### config.mk
export PLATFORM = sky130hd
export DESIGN_NAME = coeff_loader
export DESIGN_NICKNAME = d
export VERILOG_FILES = /design/src/rtl/coeff_loader.sv
export SDC_FILE = /design/constraint.sdc
export NUM_CORES = 1
export LEC_CHECK = 0
export CAP_MARGIN = 20
export CORE_MARGIN = 5
export CORE_UTILIZATION = 30
export DETAILED_ROUTE_END_ITERATION = 7
export HOLD_SLACK_MARGIN = 0.06
export RECOVER_POWER = 25
export SLEW_MARGIN = 0
export SYNTH_ARGS = -nofsm -noshare
export SYNTH_HDL_FRONTEND = slang
export SYNTH_SLANG_ARGS = --single-unit
### constraint.sdc
create_clock -name clk -period 2.4 [get_ports clk]
set_input_delay 0.48 -clock clk [delete_from_list [all_inputs] [get_ports clk]]
set_output_delay 0.48 -clock clk [all_outputs]
set_load 0.005 [all_outputs]
### src/rtl/coeff_loader.sv
// Writer side of the 11-entry coefficient mux: loads a stream of words over a
// valid/ready handshake into registered coefficient outputs coeff0..coeff10.
module coeff_loader #(
    parameter int WIDTH     = 32,
    parameter int NUM_COEFF = 11
) (
    input  logic             clk,
    input  logic             GlobalReset,
    input  logic             load_start,
    input  logic [WIDTH-1:0] data_in,
    input  logic             data_valid,
    output logic             data_ready,
    output logic             load_busy,
    output logic             load_done,
    output logic             coeffs_valid,
    output logic [3:0]       load_count,
    output logic [WIDTH-1:0] coeff0,
    output logic [WIDTH-1:0] coeff1,
    output logic [WIDTH-1:0] coeff2,
    output logic [WIDTH-1:0] coeff3,
    output logic [WIDTH-1:0] coeff4,
    output logic [WIDTH-1:0] coeff5,
    output logic [WIDTH-1:0] coeff6,
    output logic [WIDTH-1:0] coeff7,
    output logic [WIDTH-1:0] coeff8,
    output logic [WIDTH-1:0] coeff9,
    output logic [WIDTH-1:0] coeff10
);

    typedef enum logic [1:0] {
        IDLE = 2'd0,
        LOAD = 2'd1,
        DONE = 2'd2
    } state_t;

    localparam logic [3:0] LAST_INDEX = 4'(NUM_COEFF - 1);
    localparam logic [3:0] COUNT_MAX  = 4'(NUM_COEFF);

    state_t           state;
    logic [WIDTH-1:0] coeff_q [NUM_COEFF];

    always_ff @(posedge clk) begin
        if (GlobalReset) begin
            state        <= IDLE;
            load_count   <= '0;
            coeffs_valid <= 1'b0;
            for (int i = 0; i < NUM_COEFF; i++) begin
                coeff_q[i] <= '0;
            end
        end else begin
            case (state)
                IDLE: begin
                    if (load_start) begin
                        state        <= LOAD;
                        load_count   <= '0;
                        coeffs_valid <= 1'b0;
                    end
                end
                LOAD: begin
                    // The index guard keeps a corrupted count from ever writing past entry 10.
                    if (data_valid && (load_count < COUNT_MAX)) begin
                        coeff_q[load_count] <= data_in;
                        load_count          <= load_count + 4'd1;
                        if (load_count == LAST_INDEX) begin
                            state        <= DONE;
                            coeffs_valid <= 1'b1;
                        end
                    end
                end
                DONE: begin
                    state <= IDLE;
                end
                default: begin
                    state <= IDLE;
                end
            endcase
        end
    end

    // Handshake and status flags are pure state decodes, so no input reaches an output combinationally.
    assign data_ready = (state == LOAD);
    assign load_busy  = (state == LOAD);
    assign load_done  = (state == DONE);

    assign coeff0  = coeff_q[0];
    assign coeff1  = coeff_q[1];
    assign coeff2  = coeff_q[2];
    assign coeff3  = coeff_q[3];
    assign coeff4  = coeff_q[4];
    assign coeff5  = coeff_q[5];
    assign coeff6  = coeff_q[6];
    assign coeff7  = coeff_q[7];
    assign coeff8  = coeff_q[8];
    assign coeff9  = coeff_q[9];
    assign coeff10 = coeff_q[10];

endmodule

After elaboration in Yosys (flattened, before gate mapping)

Memory sizes are Yosys's and may differ from the RTL's.
Cells that the tools add are included.

Mux-type cells: 20
Reductions and logical operators: 7
Equality and inequality tests: 6
$add $sub $neg: 1
Magnitude comparators: 1

Operator list:

| cell                  | number |
|---|---|
| $mux W32              | 1 |
| $reduce_or A32 Y1     | 1 |
| $mux W4               | 3 |
| $mux W1               | 10 |
| $pmux W4 S2           | 1 |
| $mux W2               | 3 |
| $reduce_and A3 Y1     | 2 |
| $add A4 B1 Y4 const B | 1 |
| $eq A4 B4 Y1 const B  | 1 |
| $lt A4 B4 Y1 const B  | 1 |
| $ne A2 B1 Y1 const B  | 2 |
| $pmux W2 S2           | 1 |
| $reduce_and A4 Y1     | 1 |
| $eq A2 B1 Y1 const B  | 1 |
| $eq A2 B2 Y1 const B  | 1 |
| $logic_not A2 Y1      | 1 |
| $ne A2 B2 Y1 const B  | 1 |
| $pmux W1 S2           | 1 |
| $reduce_bool A2 Y1    | 1 |
| $logic_and A1 B1 Y1   | 1 |

Output and inout port bits: 360
Bits in registers: 7
Memories kept: 1
Memory bits (writable): 352

Memory list:

| name    | words | width | read ports | clocked after Yosys merged registers in | write ports | line | source |
|---|---|---|---|---|---|---|---|
| coeff_q | 11    | 32    | 11         | 0                                       | 11          | 40   | `logic [WIDTH-1:0] coeff_q [NUM_COEFF];` |

Longest topological paths before layout

Gate-level depths: netlist (run 1).

Depth in word-level cells: 8
Depth in mapped cells: 7
Depth with buffers taken out: 5

Worst setup path after synthesis (run 1)

Ideal clock, no wire load.

Kind: input to register
Start: in GlobalReset
End: mem coeff_q[4][0] (enable)
Data arrival time: 2.167 ns
Path buffers: 3
Path slack: -0.156 ns
Data required time: 2.011 ns
Cell stages on the path: 6
Cells stage by stage: buf_2 and4bb_1 buf_4 nand4_1 buf_2 nand2_1

RTL lines:

| element     | line | source |
|---|---|---|
| from (decl) | 8    | `input logic GlobalReset,` |
| to (decl)   | 40   |  |

==> impl_results.md, run 1 <==
- Kind of start point of the critical path: input pin
- Largest voltage drop on the vdd net: slightly above 0.6 mV
- Hold Vio Cnt, Final: 0
- Top delay family on crit path: buffers and inverters
- Leftover overflow at the end of global routing: 0
- Post-synth EDFFs: 320
- Post-route DRC: 0
- Top cell type by total area after synthesis: edfxtp_1
- Maximum number of pins on one net before global-route repair: 33
- Max Clock Freq: 447.9 MHz
- Average via count per standard cell: between 4 and 5
- Total setup violations reported at the end of the flow: 0
- Clock tree from TritonCTS: yes
- Synth top area cells: edfxtp_1, nor2_1, dfxtp_1
- Cell variety after synth: 40
- CP Class: input pin to flip-flop
- Endpoint class of the critical path: flip-flop
- Number of detailed-route iterations in the first pass: 4
- MaxCap Viol Count: 0
- Post-synthesis sequential area ratio: 79.71%
- Class of the worst hold path: flip-flop to flip-flop
- Die boundary height: 218.4 um
- Chip width: 218.4 um
- Number of cells in the design after placement: 1884
- First-pass GRT wire length: 64.55 mm
- Final-layout setup total negative slack: 0 ns
- Post-Route Skew: about 0.020 ns
- Total global-route track usage: 18.60%
- Die outline area: 47720 um^2
- Total length of routed wires: 45.70 mm
- I/O pin total: just under 400
- Post-Route Hold Slack: 0.4622 ns
- Commonest register cell after synthesis: edfxtp_1
- Slowest cell delay on critical path: 0.57 ns
- Post-Layout Cell Count: between 1.5k and 2k
- Number of buffers and inverters on the critical path: 3
- Max-slew violation count: 0
- CORE AREA: 43080 um^2
- Count of port buffers added during placement: 395
- Vias after detailed routing: 8936
- Critical path required time: 2.80 ns
- Final min period: 2.233 ns
- Post-detail-place hpwl: ~32 mm
- Clock transition at the registers of the reported paths: 0.06 ns
- Leading cell type by number of instances after synthesis: edfxtp_1
- Final period util: 93.03%
- Number of nets with antenna violations after detailed routing: 0
- Post-synthesis register bit count: 359
- Slew at the pin closest to its max-slew limit: 0.8592 ns
- Library cell used as clock root buffer: clkbuf_16
- Data arrival time of the worst path: around 2.6 ns
- Maximum fanout along the worst path: 17
- Worst-path cell with the longest stage delay: and4bb_1
- Wire per inst: between 20 and 25 um
- Post-synth net total: slightly above 900
- Number of clock buffers inserted by TritonCTS: 40
- Slew Limit Headroom: roughly 43%
- Post-synthesis instance area: 13040 um^2
- Ratio of cells with drive above 1 in the final layout: between 10% and 20%
- Total cell area at the placement stage: 18420 um^2
- Initial antenna violation count: 0
- Leakage power of the design: slightly below 0.007 uW
- Longest Clk Path Bufs: 3
- Met1 track demand over resource: between 20% and 30%
- Total number of H-tree levels: 2
- Count of standard-cell rows: 76
- Routability congestion estimate from global placement: 0.7757
- Proportion of synthesized flip-flops having asynchronous set or reset: 0%
- Final Instance Area: 19280 um^2
- Post-synthesis instance total: 894
- Most Frequent Cell on Critical Path: clkbuf_2
- Syn avg cell area: 14.58 um^2
- Effective utilization at floorplan: 30.26%
- Area share of the largest cell type after synthesis: 73.72%
- First DRT Iteration DRCs: ~610
- Via count of the first global-routing pass: 9031
- Synth Warn #: 0
- Series of cell instances along the critical path: clkdlybuf4s50_1 > and4bb_1 > clkbuf_2 > nand3_1 > clkbuf_2 > nor2_1
- Met2 usage in global routing: 30.75%
- Area grow syn2layout: 47.92%
- Run status: completed
- Most Crowded Layer GR: met2
- Synth cell count leaders: edfxtp_1, nor2_1, dfxtp_1, buf_2, inv_1
- Setup repair after global routing missed its margin: no
- Fraction of met3 tracks used by global routing: 6.732%
- Layout net count: 1379
- Power per Cell Area: between 700 and 800 nW/um^2
- Overall power consumption: 13940 uW
- Num Clock Sinks: roughly 360
- Latest clock arrival within the worst-skew pair: 0.56 ns
## path summary, 6_finish.rpt
check | endpoint | startpoint | depth (start not counted) | slack (ns)
setup / recovery | coeff_q[0][25] | GlobalReset | 6 | 0.17
hold / removal | coeff_q[10][3] | coeff_q[10][3] | 2 | 0.46
setup reg to reg | coeff_q[6][15] | load_count[0] | 6 | 0.20
hold reg to reg | coeff_q[10][3] | coeff_q[10][3] | 2 | 0.46
## tightest hold or removal path: cells and delay by family, from the launching register on
family,cells,cell delay (ns)
flops,1,0.31
simple gates,1,0.05
mux,1,0.05
## per-stage QoR
stage	utilization, %	setup slack [ns]
6_report	44.76	0.1673
5_1_grt	44.75	0.02925
4_1_cts	45.77	0.06650
3_5_place_dp	42.77	-0.2192
3_3_place_gp	42.77	-0.2330
2_1_floorplan	-	-0.1168
## layout by cell type, fill, tap and decap left out, types with 2 or more instances in the layout
cell             netlist  routed
o211ai_1               2       2
clkdlybuf4s50_1        0     395
nor2b_1                4       3
dfxtp_1               39      39
nand3b_1               2       2
clkinv_2               0       2
inv_1                 36      36
clkbuf_8               0       2
buf_12                 0      11
nand2_1               29      23
clkbuf_1              20      18
a21oi_1                4       4
buf_2                 37       2
nor3b_1                1       2
ha_1                   2       2
clkbuf_4               0       2
nor2_1               289     289
clkinvlp_4             0       4
nand3_2                0       7
nand2_2                0       6
bufinv_16              0       3
and4bb_1               1       2
clkbuf_2               1      20
mux2i_1               20      20
clkbuf_16              0      42
edfxtp_1             320     320
buf_4                  7      31
nand4_2                2       2
nand4_1                8       8
o221a_2               13      13
nand3_1               28      28
nand3_4               10       3
clkinv_1               1       9
## timing repair
| item | 4_1_cts | 5_1_grt |
|---|---|---|
| setup endpoints to repair | 0 | 2 |
| setup buffers | 0 | 0 |
| endpoints found under the hold margin | 0 | 0 |
| gates resized for setup | 0 | 1 |
| hold buffers | 0 | 0 |
## cells by family (layout without fill, tap and decap cells)
group / count (synthesis) / after routing / synth area share (%)
multiplexers: 20 / 20 / 1.536
flip-flops: 359 / 359 / 79.71
AO/OA/AOI/OAI: 24 / 24 / 1.699
AND/OR/NAND/NOR: 384 / 384 / 13.22
buffers and inverters: 105 / 581 / 3.647
other: 0 / 1 / 0
adder cells (fa/ha/maj): 2 / 2 / 0.1919
## metal layers
layer,up-vias,routed length [um]
met5,-,0
met4,0,1028
met3,57,4268
met2,387,22020
met1,4490,18390
li1,4002,-
## flip-flops by register name (all words and copies together) (netlist names)
name and count:
load_count 4, state 2, coeff_q 352, coeffs_valid 1
## power by group
part	leakage [uW]	internal, uW	total, uW	switching, uW
registers	0.00362	6990	7060	70.2
logic	0.00272	450	868	418
clock network	0.000617	3580	6020	2440
## cell type report
| cell class | count | area (um^2) |
|---|---|---|
| clock inverters | 20 | 188.9 |
| well taps | 585 | 732.0 |
| clock buffers | 51 | 1105 |
| repair buffers | 473 | 4586 |
| multi-input cells | 430 | 2138 |
| flip-flops and latches | 359 | 10390 |
| fillers | 3903 | 23800 |
| inverters | 37 | 138.9 |
| diodes | 1 | 2.502 |
Note: power is estimated with default switching activity, not from simulation.
==> run 2: changes to the inputs <==
==> constraint.sdc (replaced) <==
create_clock -name clk -period 2.4 [get_ports clk]
set_input_delay 0.48 -clock clk [delete_from_list [all_inputs] [get_ports clk]]
set_output_delay 0.48 -clock clk [all_outputs]
set_load 0.1 [all_outputs]
==> run 2 against run 1 <==
Effect of this change:
- design area fell by 6.4%
- maximum frequency rose by 3.6%
- worst hold slack got worse by 0.0016 ns
- core utilization fell by 2.9 points
- first-iteration DRC count rose by 11%
- clock-buffer cell count rose by 7
- register-to-register slack improved by 0.06 ns
- power rose by 6.5%
- clock skew rose by 0.0018 ns
- combinational power rose to 2.5 times the previous value
- via count fell by 1.0%
- critical path type unchanged
- largest power group unchanged
==> impl_results.md, run 2 (same netlist as run 1, synthesis figures left out) <==
- Die boundary height: 218.4 um (unchanged)
- Class of the worst hold path: flip-flop to flip-flop
- Post-CTS setup buffer count: 0 (unchanged)
- Total length of routed wires: 45.00 mm (-1.5%)
- Hold Path Depth: 2 (unchanged)
- Clock tree from TritonCTS: yes
- Largest voltage drop on the vdd net: 0.4512 mV (-26%)
- Post-route DRC: 0 (unchanged)
- Post-detail-place hpwl: 32.33 mm (+0.56%)
- First-pass GRT wire length: 63.70 mm (-1.3%)
- Longest Clk Path Bufs: 3 (unchanged)
- Startpoint of the lowest-slack hold path: coeff_q[10][23]
- Area grow syn2layout: 38.41%
- Leakage power of the design: 0.007380 uW (+6.0%)
- Routability congestion estimate from global placement: 0.7891 (+1.7%)
- Number of clock buffers inserted by TritonCTS: 39 (-2.5%)
- Num Clock Sinks: 359 (unchanged)
- Post-cts gate resize count: 0 (unchanged)
- Flip-flop count of the largest register after layout: 352 (unchanged)
- Switching power as a share of total power: 29.87% (+8.9 points)
- Smallest setup slack after layout: 0.2443 ns (+0.07709 ns)
- Initial antenna violation count: 1 (+1)
- Number of nets with antenna violations after detailed routing: 0 (unchanged)
- Die outline area: 47720 um^2 (unchanged)
- Final min period: 2.156 ns (-0.07709 ns)
- Number of detailed-route iterations in the first pass: 5 (+1)
- MaxCap Viol Count: 0 (unchanged)
- Part of the total power dissipated in combinational logic: 14.9% (+8.7 points)
- Leftover overflow at the end of global routing: 0 (unchanged)
- Total global-route track usage: 18.40% (-0.20 points)
- Share of total power in the clock network: 37.6% (-5.6 points)
- Slew Limit Headroom: 53.51% (+11 points)
- Wire per inst: 22.98 um (-1.6%)
- Power per Cell Area: 823.0 nW/um^2 (+14%)
- Maximum fanout along the worst path: 23 (+6)
- Post-Route Skew: 0.02219 ns (+0.001843 ns)
- Part of the power in registers: 47.5% (-3.1 points)
- Internal Dissipation: 10410 uW (-5.4%)
- Library cell used as clock root buffer: clkbuf_16
- Ratio of cells with drive above 1 in the final layout: 39.18% (+28 points)
- Vias after detailed routing: 8843 (-1.0%)
- Layout net count: 1382 (+0.22%)
- Commonest non-fill, non-tap cell in the layout: edfxtp_1
- Run status: completed
- Registers with the highest flip-flop counts: coeff_q: 352 flops, load_count: 4 flops, state: 2 flops
- I/O pin total: 396 (unchanged)
- Top register by number of flip-flops: coeff_q
- Count of port buffers added during placement: 395 (unchanged)
- Max-slew violation count: 0 (unchanged)
- Startpoint of the worst setup timing path: data_valid
- R2R depth: 5 (-1)
- Maximum number of pins on one net before global-route repair: 33 (unchanged)
- Overall power consumption: 14850 uW (+6.5%)
- Average via count per standard cell: 4.516 (-1.1%)
- Kind of start point of the critical path: input pin
- Number of diodes added for antenna fixing: 0 (-1)
- Final period util: 89.82% (-3.2 points)
- Setup WS pre-CTS: -0.007362 ns (+0.2119 ns)
- CP Class: input pin to flip-flop
- Setup repair after global routing missed its margin: no
- Chip width: 218.4 um (unchanged)
- Via count of the first global-routing pass: 9131 (+1.1%)
- Max Clock Freq: 463.9 MHz (+3.6%)
- CORE AREA: 43080 um^2 (unchanged)
- Hold Vio Cnt, Final: 0 (unchanged)
- First DRT Iteration DRCs: 681 (+11%)
- Reported net switching power: 4435 uW (+51%)
- Most frequent cells in the layout: edfxtp_1, nor2_1, clkbuf_2
- Clock transition at the registers of the reported paths: 0.06 ns (about the same)
- Critical path required time: 2.56 ns (-0.24 ns)
- Endpoint class of the critical path: flip-flop
- Total number of H-tree levels: 2 (unchanged)
- Effective utilization at floorplan: 30.26% (unchanged)
- Worst r2r src: state[0]
- Data arrival time of the worst path: 2.32 ns (-0.31 ns)
- Slew at the pin closest to its max-slew limit: 0.6974 ns (-0.1618 ns)
- Latest clock arrival within the worst-skew pair: 0.55 ns (about the same)
- Filler Cells Inserted: 4147 (+6.3%)
- Total setup violations reported at the end of the flow: 0 (unchanged)
- Count of standard-cell rows: 76 (unchanged)
- Count of hold-fix buffers inserted at cts: 0 (unchanged)
## run 2: changes by cell type in the layout (fill, tap and decap cells not counted), sizes merged
cell | before | now
clkinvlp | 4 | 2
clkbuf | 84 | 295
buf | 44 | 205
clkdlybuf4s50 | 395 | 35
diode | 1 | 0
dlymetal6s2s | 1 | 0
inv | 38 | 39
clkinv | 12 | 8
bufinv | 3 | 0
## run 2: stage by stage
step / TNS (ns) / utilization [%] / cell area [um^2] / hold WS, ns / instances
3_3_place_gp: -0.2092 / 40.58 / 17480 / 0.4474 / 1888
3_5_place_dp: -0.1738 / 40.58 / 17480 / 0.4555 / 1888
4_1_cts: 0 / 43.31 / 18660 / 0.4666 / 1958
2_1_floorplan: -1.189 / - / 13070 / 0.5514 / 894
6_report: 0 / 41.88 / 18040 / 0.4606 / 1958
5_1_grt: 0 / 41.88 / 18040 / 0.4835 / 1958
## run 2: area by class of cell
class	count	area, um^2	area share [%]
clock buffers	58	1067	5.915
flip-flops and latches	359	10400	57.63
clock inverters	12	107.6	0.5964
repair buffers	477	3383	18.75
inverters	37	138.9	0.7698
multi-input cells	430	2216	12.28
well taps	585	732.0	4.057
## run 2: layer usage
metal / GRT usage, % / wire length (um) / vias to the layer above
met5: 0 / 7 / -
met3: 6.940 / 4377 / 69
li1: - / - / 3998
met2: 30.17 / 21650 / 357
met4: 5.087 / 1233 / 2
met1: 22.98 / 17730 / 4417
## run 2: power by group through the flow
| stage | Clock (uW) | Combinational, uW | Sequential [uW] |
|---|---|---|---|
| 4_1_cts | 5710 | 2330 | 7060 |
| 3_5_place_dp | 0 | 2330 | 7190 |
| 2_1_floorplan | 0 | 191 | 8680 |
| 6_report | 5580 | 2210 | 7060 |
| 3_3_place_gp | 0 | 2320 | 7190 |
| 5_1_grt | 6000 | 2270 | 7070 |
## run 2: worst paths after layout
kind / to / slack, ns
worst max-delay path: coeff_q[2][5] / 0.24
worst min-delay path: coeff_q[10][23] / 0.46
worst max register to register: coeff_q[2][5] / 0.26
worst min register to register: coeff_q[10][23] / 0.46
## run 2: worst max-delay path, cell delays in order
cell	delay (ns)
clkdlybuf4s50_1	0.50
and3b_1	0.22
clkbuf_1	0.22
nand4_1	0.16
nand2_1	0.13
buf_2	0.56
